### src/rtl/reg_file_scoreboard_pkg.sv
// Shared definitions for the register file / write-pending scoreboard.
// Holds datapath sizes, counter width and the request structs used between
// the top and its per-register counters.
package reg_file_scoreboard_pkg;
  localparam int DATA_W    = 32;
  localparam int NREG      = 16;
  localparam int REG_IDX_W = 4;
  localparam int CNT_W     = 2;

  // R15 doubles as the PC elsewhere in the core; this file treats it as
  // ordinary storage.
  localparam logic [REG_IDX_W-1:0] PC_IDX  = 4'd15;
  localparam logic [CNT_W-1:0]     CNT_MAX = '1;

  typedef struct packed {
    logic                 en;
    logic [REG_IDX_W-1:0] rd;
    logic [DATA_W-1:0]    data;
  } wb_req_t;

  typedef struct packed {
    logic                 en;
    logic [REG_IDX_W-1:0] dest;
  } issue_req_t;
endpackage

### src/rtl/reg_file_scoreboard_sb_counter.sv
// sb_counter: one saturating pending-write counter for a single register.
// Ports:
//   clk, rst     clock, async active-low reset
//   inc          a new claim on this register this cycle
//   dec          a writeback retires a claim on this register this cycle
//   cnt          number of in-flight writers
//   err          pulses when an increment hits max or a decrement hits zero
module sb_counter
  import reg_file_scoreboard_pkg::*;
(
  input  logic             clk,
  input  logic             rst,
  input  logic             inc,
  input  logic             dec,
  output logic [CNT_W-1:0] cnt,
  output logic             err
);
  logic up, dn;

  // Simultaneous claim and retire cancel out.
  assign up  = inc & ~dec;
  assign dn  = dec & ~inc;
  assign err = (up && cnt == CNT_MAX) || (dn && cnt == '0);

  always_ff @(posedge clk or negedge rst) begin
    if (!rst)                     cnt <= '0;
    else if (up && cnt != CNT_MAX) cnt <= cnt + 1'b1;
    else if (dn && cnt != '0)      cnt <= cnt - 1'b1;
  end
endmodule

### src/rtl/reg_file_scoreboard.sv
// reg_file_scoreboard: architectural register file plus write-pending
// scoreboard beside the ID stage.
// Ports:
//   clk, rst               clock, async active-low reset
//   src1, src2, use_src2   read indices; use_src2 enables src2 hazard check
//   issue_en, issue_dest   destination claim from ID
//   WB_Enable, RD, WB_data writeback (writes data and retires one claim)
//   reg1, reg2             operands, with same-cycle writeback bypass
//   hazard                 a source is still owned by an in-flight writer
//   sb_err                 sticky counter overflow/underflow flag
module reg_file_scoreboard
  import reg_file_scoreboard_pkg::*;
(
  input  logic                 clk,
  input  logic                 rst,
  input  logic [REG_IDX_W-1:0] src1,
  input  logic [REG_IDX_W-1:0] src2,
  input  logic                 use_src2,
  input  logic                 issue_en,
  input  logic [REG_IDX_W-1:0] issue_dest,
  input  logic                 WB_Enable,
  input  logic [REG_IDX_W-1:0] RD,
  input  logic [DATA_W-1:0]    WB_data,
  output logic [DATA_W-1:0]    reg1,
  output logic [DATA_W-1:0]    reg2,
  output logic                 hazard,
  output logic                 sb_err
);
  wb_req_t    wb;
  issue_req_t iss;

  logic [NREG-1:0][DATA_W-1:0] regs;
  logic [NREG-1:0][CNT_W-1:0]  cnt;
  logic [NREG-1:0]             inc_vec, dec_vec, err_vec, busy;

  assign wb  = '{en: WB_Enable, rd: RD, data: WB_data};
  assign iss = '{en: issue_en, dest: issue_dest};

  always_ff @(posedge clk or negedge rst) begin
    if (!rst)       regs <= '0;
    else if (wb.en) regs[wb.rd] <= wb.data;
  end

  // Bypass: a register being written this cycle is read as the new value.
  assign reg1 = (wb.en && wb.rd == src1) ? wb.data : regs[src1];
  assign reg2 = (wb.en && wb.rd == src2) ? wb.data : regs[src2];

  for (genvar i = 0; i < NREG; i++) begin : g_sb
    localparam logic [REG_IDX_W-1:0] IDX = REG_IDX_W'(i);

    assign inc_vec[i] = iss.en && iss.dest == IDX;
    assign dec_vec[i] = wb.en  && wb.rd    == IDX;

    sb_counter u_cnt (
      .clk (clk),
      .rst (rst),
      .inc (inc_vec[i]),
      .dec (dec_vec[i]),
      .cnt (cnt[i]),
      .err (err_vec[i])
    );

    // Still owned after this cycle's retire; the retiring write itself is
    // covered by the bypass. A stray writeback to an idle register does not
    // make it look busy. Same-cycle issue is deliberately ignored.
    assign busy[i] = cnt[i] > {{(CNT_W-1){1'b0}}, dec_vec[i]};
  end

  assign hazard = busy[src1] || (use_src2 && busy[src2]);

  always_ff @(posedge clk or negedge rst) begin
    if (!rst)          sb_err <= 1'b0;
    else if (|err_vec) sb_err <= 1'b1;
  end
endmodule
### config.mk
export PLATFORM = sky130hd
export DESIGN_NAME = reg_file_scoreboard
export DESIGN_NICKNAME = d
export VERILOG_FILES = /design/src/rtl/reg_file_scoreboard_pkg.sv /design/src/rtl/reg_file_scoreboard_sb_counter.sv /design/src/rtl/reg_file_scoreboard.sv
export SDC_FILE = /design/constraint.sdc
export NUM_CORES = 1
export LEC_CHECK = 0
export ABC_CLOCK_PERIOD_IN_PS = 6300
export CORE_UTILIZATION = 55
export CTS_CLUSTER_SIZE = 14
export DETAILED_ROUTE_END_ITERATION = 8
export PLACE_DENSITY_LB_ADDON = 0.15
export SLEW_MARGIN = 20
export SYNTH_ARGS = -nofsm -noshare
export SYNTH_HDL_FRONTEND = slang
export SYNTH_SLANG_ARGS = --single-unit
### constraint.sdc
create_clock -name clk -period 6.3 [get_ports clk]
set_clock_uncertainty 0.1 [all_clocks]
set_input_delay 1.575 -clock clk [delete_from_list [all_inputs] [get_ports clk]]
set_output_delay 1.575 -clock clk [all_outputs]
set_load 0.05 [all_outputs]
==> qor.txt, run 1 <==
IO Pins: 119
HPWL after detailed placement: 49790 um
RR Startpoint: g_sb[13].u_cnt.cnt[1]
post-synth top area share: 44.55%
Leak: 0.01513 uW
H-tree depth: 2
gr ovfl total: 0
setup slack after layout: 259.5 ps
Syn Inst Count: 2472
IO buf count: 118
vias: 21570
vias in the first global route: 22340
R2R Setup Slk: 4180 ps
compound-gate portion of the synthesized area: 3.012%
DRT antenna net count: 0
largest net degree at the start of global routing: 134
Synth cell types: 56
CTS clk-pin slew, worst paths: 60 ps
Max Cap Violations: 0
f_max: 165.6 MHz
Max FO, Critical Path: 9
pre-CTS setup slack: 228.8 ps
ys async rst share: 100.0%
DR DRC count: 0
Syn Area/Cell: 12.38 sq um
period utilization: 95.88%
initial antenna violation count: 1
DIE HEIGHT: 237.9 um
Post-synth EDFFs: 0
top_reg_cell synth: dfrtp_1
crit path time final: 6040 ps
Setup-failing EPs final: 0
worst hold path stage count: 2
Adder-Cell Fraction of Synth Area: 0.6540%
vias per inst: 6.578
Slew HR: 41.29%
total core area: 55090 sq um
fin nets: 2553
TritonCTS buffer count: 58
Synth Register Bits: 545
Critical Path AT: 4370 ps
Hold Fails Final Rpt: 0
Total Wirelength: 90220 um
status: finished, final reports clean
width of the die: 237.9 um
Reg2Reg Depth: 5
Pwr Density: 342.3 nW/um^2
total setup buffers inserted after CTS: 0
startpoint class of the critical path: primary input
largest family of logic cells by synthesized area: multiplexers
Bufs on Longest Clock Path: 3
Syn Nets: 2541
Starting DRT DRC Count: 2319
initial core utilization: 55.56%
worst vdd rail ir drop: 0.2498 mV
number of synthesis warnings: 0
first-pass GRT wire length: 138200 um
Pins Over Slew Limit: 0
Critical Path Sink: hazard
setup TNS: 0 ps
RePlAce Congestion: 0.8753
cell taking the most area after synthesis: dfrtp_1
RSZ-0062 raised after global routing: no
Synth area leaders: dfrtp_1 (45%), mux4_2 (24%), mux2_2 (12%)
Rows: 86
DR WL/cell: 27.51 um
final core occ: 62.37%
XOR/XNOR Fraction of Synth Area: 0.2289%
Die ar.: 56600 sq um
Sink Count: 545
HP Class: flop to flop
Required @ worst endpoint: 4620 ps
simple-gate share of the synthesized area: 10.45%
share of layout cells above drive strength 1: 36.86%
Crit Path Class: primary input to output port
worst-skew pair later-pin latency: 610 ps
cell area after synthesis: 30610 sq um
sequential share of the synthesized area: 44.55%
GR Util All Layers: 32.94%
# diodes: 0
Area Overhead vs Synth: 12.25%
post-synthesis mux area share: 37.24%
TritonCTS clock tree: done
crit path launch: RD[3]
clk root buf: clkbuf_16
DR pass1 iterations: 5
reg2reg end: sb_err
Worst setup EP type: output port
Worst-Margin Slew: 880.7 ps
-- cell usage after synthesis, drive strengths merged, types with 3 or more instances --
cell type / number
a2111oi: 5
a211oi: 13
a21oi: 27
a221o: 3
a221oi: 4
and3: 4
and3b: 4
buf: 102
clkbuf: 137
dfrtp: 545
ha: 16
inv: 34
mux2: 355
mux2i: 6
mux4: 326
nand2: 709
nand2b: 6
nand3: 7
nand3b: 4
nand4: 3
nor2: 32
nor2b: 5
nor3: 11
nor3b: 4
nor4: 5
o2111ai: 4
o211ai: 14
o21ai: 32
o21bai: 16
o32ai: 4
or2: 3
xor2: 6
-- per-layer routing --
metal	part of all wire [%]	up-vias	GRT usage [%]
li1	-	8969	-
met1	41	11360	46.76
met2	47	1027	51.36
met3	9.1	208	6.883
met4	3.0	2	10.50
met5	0.016	-	0
-- what timing repair did --
action                                  in CTS  in global routing
endpoints found under the setup margin       0                  1
gates resized for setup                      0                  1
hold buffers                                 0                  0
-- final cells by class --
cell class                      count  area, sq um
Fill cell                        4195        20730
Tap cell                          748        935.9
Sequential cell                   545        13640
Inverter                           36        135.1
Multi-Input combinational cell   1652        15880
Clock buffer                       81         1708
Timing Repair Buffer              191         1732
Clock inverter                     26        330.3
-- power breakdown --
part,switching [uW],internal (uW)
Combinational,1530,1680
Clock,1480,2170
Sequential,618,4280
Total,3630,8130
-- sequential cells by signal, summed over array words and instances, names as in the netlist --
| register | cells |
|---|---|
| g_sb.u_cnt.cnt | 32 |
| regs | 512 |
| sb_err | 1 |
-- per-stage QoR --
step / power, uW / instance area (sq um) / hold WS, ps / instances
floorplan: 7195 / 30610 / 357.1 / 2472
global placement: 7974 / 32320 / 369.8 / 3172
detailed placement: 8135 / 32320 / 379.6 / 3172
CTS: 11780 / 34360 / 395.7 / 3279
global route: 12260 / 34360 / 416.6 / 3279
finish: 11760 / 34360 / 394.0 / 3279
-- how the worst min path moves through the flow --
stage | startpoint | end | slack (ps)
floorplan | regs[64] | regs[64] | 360
global placement | regs[482] | regs[482] | 370
detailed placement | regs[482] | regs[482] | 380
CTS | regs[482] | regs[482] | 400
global route | regs[504] | regs[504] | 420
finish | regs[482] | regs[482] | 390
-- cells in the final DEF (no fill, tap or decap), types with 5 or more instances in the layout --
cell type / netlist / layout
a2111oi_0: 5 / 5
a211oi_1: 13 / 13
a21oi_1: 27 / 27
buf_12: 0 / 12
buf_4: 0 / 123
bufinv_16: 0 / 7
clkbuf_1: 137 / 6
clkbuf_16: 0 / 58
clkbuf_8: 0 / 17
clkdlybuf4s50_1: 0 / 49
clkinv_2: 0 / 13
dfrtp_1: 545 / 545
ha_1: 16 / 16
inv_1: 31 / 28
inv_2: 3 / 5
mux2_1: 20 / 20
mux2_2: 335 / 335
mux2i_1: 6 / 6
mux4_2: 326 / 326
nand2_1: 709 / 701
nand2_2: 0 / 8
nand2b_1: 6 / 6
nand3_1: 7 / 7
nor2_1: 32 / 24
nor2_4: 0 / 7
nor2b_1: 5 / 5
nor3_1: 11 / 11
o211ai_1: 14 / 14
o21ai_0: 31 / 30
o21bai_1: 16 / 16
xor2_1: 6 / 6
-- logic make-up (layout without fill, tap and decap cells) --
kind of cell,after synthesis,count (layout)
xor+xnor,8,8
compound gates,136,136
flops,545,545
fa+ha+maj,16,16
mux,687,687
simple gates,805,805
buf+inv,275,334
-- critical path, stage by stage --
cell	delay, ps
clkdlybuf4s50_1	670
nand2b_1	400
nor2_4	70
ha_1	290
o21bai_1	130
mux4_2	490
a221oi_1	330
o21ai_1	210
buf_12	200
Note: power is estimated with default switching activity, not from simulation.
==> run 2: changes to the inputs <==
--- a/config.mk
+++ b/config.mk
@@ -6,7 +6,7 @@
 export NUM_CORES = 1
 export LEC_CHECK = 0
 export ABC_CLOCK_PERIOD_IN_PS = 6300
-export CORE_UTILIZATION = 55
+export CORE_UTILIZATION = 40
 export CTS_CLUSTER_SIZE = 14
 export DETAILED_ROUTE_END_ITERATION = 8
 export PLACE_DENSITY_LB_ADDON = 0.15
==> run 2 against run 1 <==
Setup slack got worse by 68 ps. Core utilization down 16 points. Final area increased by 1.3%. Total power is 1.2% higher. Largest power group unchanged. Highest routed layer unchanged.
==> qor.txt, run 2 (synthesis results as in run 1) <==
status: finished, final reports clean
vias per inst: 6.011 (-8.6%)
first-pass GRT wire length: 145000 um (+4.9%)
Sink Count: 545 (unchanged)
commonest non-fill, non-tap cell in the layout: nand2_1
Setup-failing EPs final: 0 (unchanged)
Total Wirelength: 95940 um (+6.3%)
cts hold-fix bufs: 0 (unchanged)
Crit Path Class: primary input to output port
Reg2Reg Depth: 5 (unchanged)
reg2reg end: sb_err
Regs by FF count: regs x512, g_sb.u_cnt.cnt x32, sb_err x1
worst-skew pair later-pin latency: 620 ps (about the same)
vias: 21090 (-2.2%)
Bufs on Longest Clock Path: 3 (unchanged)
HP Class: flop to flop
vias in the first global route: 21820 (-2.3%)
period utilization: 96.97% (+1.1 points)
worst hold path stage count: 2 (unchanged)
# diodes: 0 (unchanged)
total core area: 75820 sq um (+38%)
met1 Use GR: 36.76% (-10 points)
Hold Fails Final Rpt: 0 (unchanged)
total setup buffers inserted after CTS: 0 (unchanged)
IO Pins: 119 (unchanged)
width of the die: 278.6 um (+17%)
crit path launch: RD[0]
TritonCTS clock tree: done
most used routing layer: met2
Die ar.: 77640 sq um (+37%)
TritonCTS buffer count: 60 (+3.4%)
share of layout cells above drive strength 1: 37.02% (+0.16 points)
setup TNS: 0 ps (unchanged)
HPWL after detailed placement: 53450 um (+7.4%)
CTS clk-pin slew, worst paths: 60 ps (about the same)
met2 GRT Util: 38.97% (-12 points)
grt met3 use: 4.343% (-2.5 points)
f_max: 163.7 MHz (-1.1%)
Leak: 0.01522 uW (+0.61%)
crit path time final: 6109 ps (+68.35 ps)
Rows: 101 (+17%)
GR Util All Layers: 25.14% (-7.8 points)
DIE HEIGHT: 278.6 um (+17%)
worst vdd rail ir drop: 0.2347 mV (-6.0%)
fin nets: 2549 (-0.16%)
Placed Area: 32660 sq um (+1.1%)
Tot Pwr: 11900 uW (+1.2%)
H-tree depth: 2 (unchanged)
hold slack: 396.9 ps (+2.974 ps)
gr ovfl total: 0 (unchanged)
RSZ-0062 raised after global routing: no
Starting DRT DRC Count: 2212 (-4.6%)
RR Startpoint: g_sb[13].u_cnt.cnt[1]
Fillers: 6805 (+62%)
largest register by flop count: regs
commonest non-fill, non-tap cells in the layout: nand2_1 (701), dfrtp_1 (545), mux2_2 (335)
largest net degree at the start of global routing: 133 (-0.75%)
Worst setup EP type: output port
Area Overhead vs Synth: 13.70%
DRT antenna net count: 0 (unchanged)
Max FO, Critical Path: 10 (+1)
Slew HR: 35.73% (-5.6 points)
initial antenna violation count: 2 (+1)
Critical Path Sink: hazard
number of flip-flops under the largest register name: 512 (unchanged)
DR pass1 iterations: 7 (+2)
DR DRC count: 0 (unchanged)
Pwr Density: 342.0 nW/um^2 (-0.11%)
Worst-Margin Slew: 964.1 ps (+83.44 ps)
Resized Gates After CTS: 0 (unchanged)
Critical Path AT: 4430 ps (+60 ps)
IO buf count: 118 (unchanged)
RePlAce Congestion: 0.8673 (-0.91%)
initial core utilization: 40.37% (-15 points)
post-route cell area: 34800 sq um (+1.3%)
Max Cap Violations: 0 (unchanged)
DR WL/cell: 27.34 um (-0.62%)
R2R Setup Slk: 4380 ps (+200 ps)
Pins Over Slew Limit: 0 (unchanged)
final core occ: 45.90% (-16 points)
startpoint class of the critical path: primary input
Required @ worst endpoint: 4620 ps (about the same)
clk root buf: clkbuf_16
==> run 2: layout make-up <==
type,count,area (sq um),share of cell area (%)
clock buffers,87,1794,5.155
well taps,978,1224,3.516
flip-flops and latches,545,13640,39.18
repair buffers,185,1787,5.134
clock inverters,26,347.8,0.9994
inverters,36,135.1,0.3883
multi-input cells,1652,15880,45.62
==> run 2: power by group <==
group / internal [uW] / switching [uW] / leakage [uW]
clock network: 2260 / 1520 / 0.00107
logic: 1690 / 1550 / 0.00741
registers: 4280 / 597 / 0.00675
total: 8230 / 3670 / 0.0152
==> run 2: how the worst min path moves through the flow <==
stage          startpoint   endpoint  slack, ps
2_1_floorplan    regs[64]   regs[64]        360
3_3_place_gp    regs[494]  regs[494]        370
3_5_place_dp    regs[267]  regs[267]        380
4_1_cts          regs[94]   regs[94]        400
5_1_grt          regs[94]   regs[94]        420
6_report        regs[274]  regs[274]        400
==> run 2: layer usage <==
| metal | vias up | part of all wire [%] |
|---|---|---|
| li1 | 8960 | - |
| met1 | 11190 | 44 |
| met2 | 790 | 47 |
| met3 | 147 | 7.0 |
| met4 | 2 | 2.1 |
| met5 | - | 0.014 |
==> run 2: per-stage QoR <==
stage	std cells	setup WS (ps)
2_1_floorplan	2472	309.8
3_3_place_gp	3396	203.3
3_5_place_dp	3396	192.3
4_1_cts	3509	183.3
5_1_grt	3509	46.34
6_report	3509	191.2
==> run 2: worst max-delay path, cell delays in order <==
cell and delay, ps:
clkdlybuf4s50_1 590, nand3b_1 450, nor2_4 190, ha_1 240, o21bai_1 300, mux4_2 310
mux2i_1 60, mux2_2 290, o21ai_1 220, buf_12 190
==> run 3: changes to the inputs <==
--- a/config.mk
+++ b/config.mk
@@ -5,7 +5,7 @@
 export SDC_FILE = /design/constraint.sdc
 export NUM_CORES = 1
 export LEC_CHECK = 0
-export ABC_CLOCK_PERIOD_IN_PS = 6300
+export ABC_CLOCK_PERIOD_IN_PS = 6700
 export CORE_UTILIZATION = 40
 export CTS_CLUSTER_SIZE = 14
 export DETAILED_ROUTE_END_ITERATION = 8
==> constraint.sdc (replaced) <==
create_clock -name clk -period 6.7 [get_ports clk]
set_clock_uncertainty 0.1 [all_clocks]
set_input_delay 1.675 -clock clk [delete_from_list [all_inputs] [get_ports clk]]
set_output_delay 1.675 -clock clk [all_outputs]
set_load 0.05 [all_outputs]
==> run 3 against run 2 <==
Sequential share of layout area up 0.058 points. Final cell count down 0.20%. Critical path depth up 1. Setup slack better by 78 ps. Final area down 0.15%. Hold slack worse by 8.7 ps. Count of clock-buffer cells in the layout up 13. Via count up 0.21%. Combinational power down 6%. Global-route usage up 0.30 points.
==> qor.txt, run 3 (synthesis results as in run 1) <==
status: finished, final reports clean
Fillers: 6761 (-0.65%)
TritonCTS buffer count: 67 (+12%)
HPWL after detailed placement: 52510 um (-1.8%)
Pins Over Slew Limit: 0 (unchanged)
Slew HR: 35.56% (-0.17 points)
Non-Filler Instances: 3502 (-0.20%)
total core area: 75820 sq um (unchanged)
Hold Fails Final Rpt: 0 (unchanged)
first-pass GRT wire length: 146000 um (+0.70%)
DR WL/cell: 27.82 um (+1.8%)
Rows: 101 (unchanged)
initial antenna violation count: 3 (+1)
Critical Path AT: 4660 ps (+230 ps)
grt met3 use: 4.058% (-0.28 points)
f_max: 155.5 MHz
startpoint class of the critical path: primary input
worst path bufs/invs: 3 (+1)
Crit Path Class: primary input to output port
GR Util All Layers: 25.43% (+0.30 points)
Starting DRT DRC Count: 1938 (-12%)
largest register by flop count: regs
Crit-path slowest cell: or3b_2
Setup-failing EPs final: 0 (unchanged)
Worst-Margin Slew: 966.7 ps (+2.559 ps)
gr ovfl total: 0 (unchanged)
Cells after DPL: 3387 (-0.27%)
final core occ: 45.84% (-0.068 points)
hold slack: 388.2 ps (-8.745 ps)
Regs by FF count: regs x512, g_sb.u_cnt.cnt x32, sb_err x1
setup TNS: 0 ps (unchanged)
total setup buffers inserted after CTS: 0 (unchanged)
crit path cell chain: clkdlybuf4s50_1, or3b_2, nor2_4, ha_1, o21bai_1, mux4_2, mux2i_1, mux2_2, o21ai_0, buf_4, buf_12
vias: 21140 (+0.21%)
met1 Use GR: 36.89% (+0.13 points)
DR pass1 iterations: 5 (-2)
Max Cap Violations: 0 (unchanged)
commonest non-fill, non-tap cells in the layout: nand2_1 (701), dfrtp_1 (545), mux2_2 (335)
worst vdd rail ir drop: 0.2065 mV (-12%)
Bufs on Longest Clock Path: 3 (unchanged)
vias in the first global route: 21860 (+0.16%)
commonest non-fill, non-tap cell in the layout: nand2_1
delay-heaviest family, CP: buffers and inverters
# diodes: 0 (unchanged)
IO Pins: 119 (unchanged)
RePlAce Congestion: 0.8717 (+0.51%)
DRT antenna net count: 0 (unchanged)
Resized Gates After CTS: 0 (unchanged)
Worst setup EP type: output port
CP max stage delay: 630 ps (+40 ps)
period utilization: 95.98%
H-tree depth: 3 (+1)
Die ar.: 77640 sq um (unchanged)
Total Wirelength: 97430 um (+1.6%)
width of the die: 278.6 um (unchanged)
Required @ worst endpoint: 4930 ps (+310 ps)
DR DRC count: 0 (unchanged)
initial core utilization: 40.37% (unchanged)
met2 GRT Util: 39.83% (+0.86 points)
IO buf count: 118 (unchanged)
crit path time final: 6431 ps
Leak: 0.01517 uW (-0.32%)
RSZ-0062 raised after global routing: no
cts hold-fix bufs: 0 (unchanged)
fin nets: 2547 (-0.078%)
vias per inst: 6.035 (+0.41%)
largest net degree at the start of global routing: 169 (+27%)
number of flip-flops under the largest register name: 512 (unchanged)
clk root buf: clkbuf_16
CTS clk-pin slew, worst paths: 50 ps (about the same)
TritonCTS clock tree: done
share of layout cells above drive strength 1: 36.41% (-0.61 points)
HP Class: flop to flop
DIE HEIGHT: 278.6 um (unchanged)
Sink Count: 545 (unchanged)
worst-skew pair later-pin latency: 610 ps (about the same)
most used routing layer: met2
Pwr Density: 325.0 nW/um^2 (-5.0%)
Area Overhead vs Synth: 13.53%
Max FO, Critical Path: 10 (unchanged)
[run 3: cell count changes in the layout (fill, tap and decap cells not counted), moves of 3 or more]
| cell | change |
|---|---|
| buf_12 | -3 |
| buf_4 | -9 |
| bufinv_16 | -3 |
| clkbuf_1 | +8 |
| clkbuf_16 | +8 |
| clkbuf_8 | -3 |
| clkdlybuf4s50_1 | +3 |
| clkinv_2 | -9 |
| inv_6 | +3 |
[run 3: path summary, 6_finish.rpt]
| kind | from | endpoint | slack, ps | cells past startpoint |
|---|---|---|---|---|
| min in group asynchronous | rst | g_sb[11].u_cnt.cnt[0] | 870 | 1 |
| setup reg to reg | g_sb[13].u_cnt.cnt[1] | sb_err | 4760 | 5 |
| max in group asynchronous | rst | regs[178] | 4330 | 2 |
| hold reg to reg | regs[81] | regs[81] | 390 | 2 |
| hold / removal | regs[81] | regs[81] | 390 | 2 |
| setup / recovery | RD[0] | hazard | 270 | 11 |
[run 3: routing by layer]
| layer | vias to the layer above | share of wire (%) | routed length (um) |
|---|---|---|---|
| met1 | 11330 | 45 | 43590 |
| met2 | 705 | 47 | 45940 |
| met3 | 151 | 5.7 | 5585 |
| met5 | - | 0.037 | 36 |
| li1 | 8942 | - | - |
| met4 | 6 | 2.3 | 2282 |
[run 3: cell type report]
type	count	area, sq um	area share (%)
Multi-Input combinational cell	1652	15880	45.69
Clock buffer	100	1983	5.706
Sequential cell	545	13640	39.24
Inverter	36	135.1	0.3888
Tap cell	978	1224	3.521
Timing Repair Buffer	176	1689	4.860
Clock inverter	15	205.2	0.5904
[run 3: power breakdown]
part | leakage [uW] | internal, uW | total [uW] | switching [uW]
registers | 0.00675 | 4020 | 4590 | 568
clock network | 0.00108 | 2200 | 3670 | 1470
logic | 0.00734 | 1580 | 3040 | 1450
total | 0.0152 | 7810 | 11300 | 3490
[run 3: through the flow]
stage               power [uW]  worst slack (ps)  area, sq um
floorplan                 6765             132.2        30610
global placement          7550             289.5        32570
detailed placement        7675             254.5        32570
CTS                      11380             256.7        34750
global route             11810             154.4        34750
finish                   11300             269.3        34750
[run 3: worst min-delay path: stages, from the launching register on]
cell	delay, ps
dfrtp_1	350
nand2_1	50
nand2_1	50
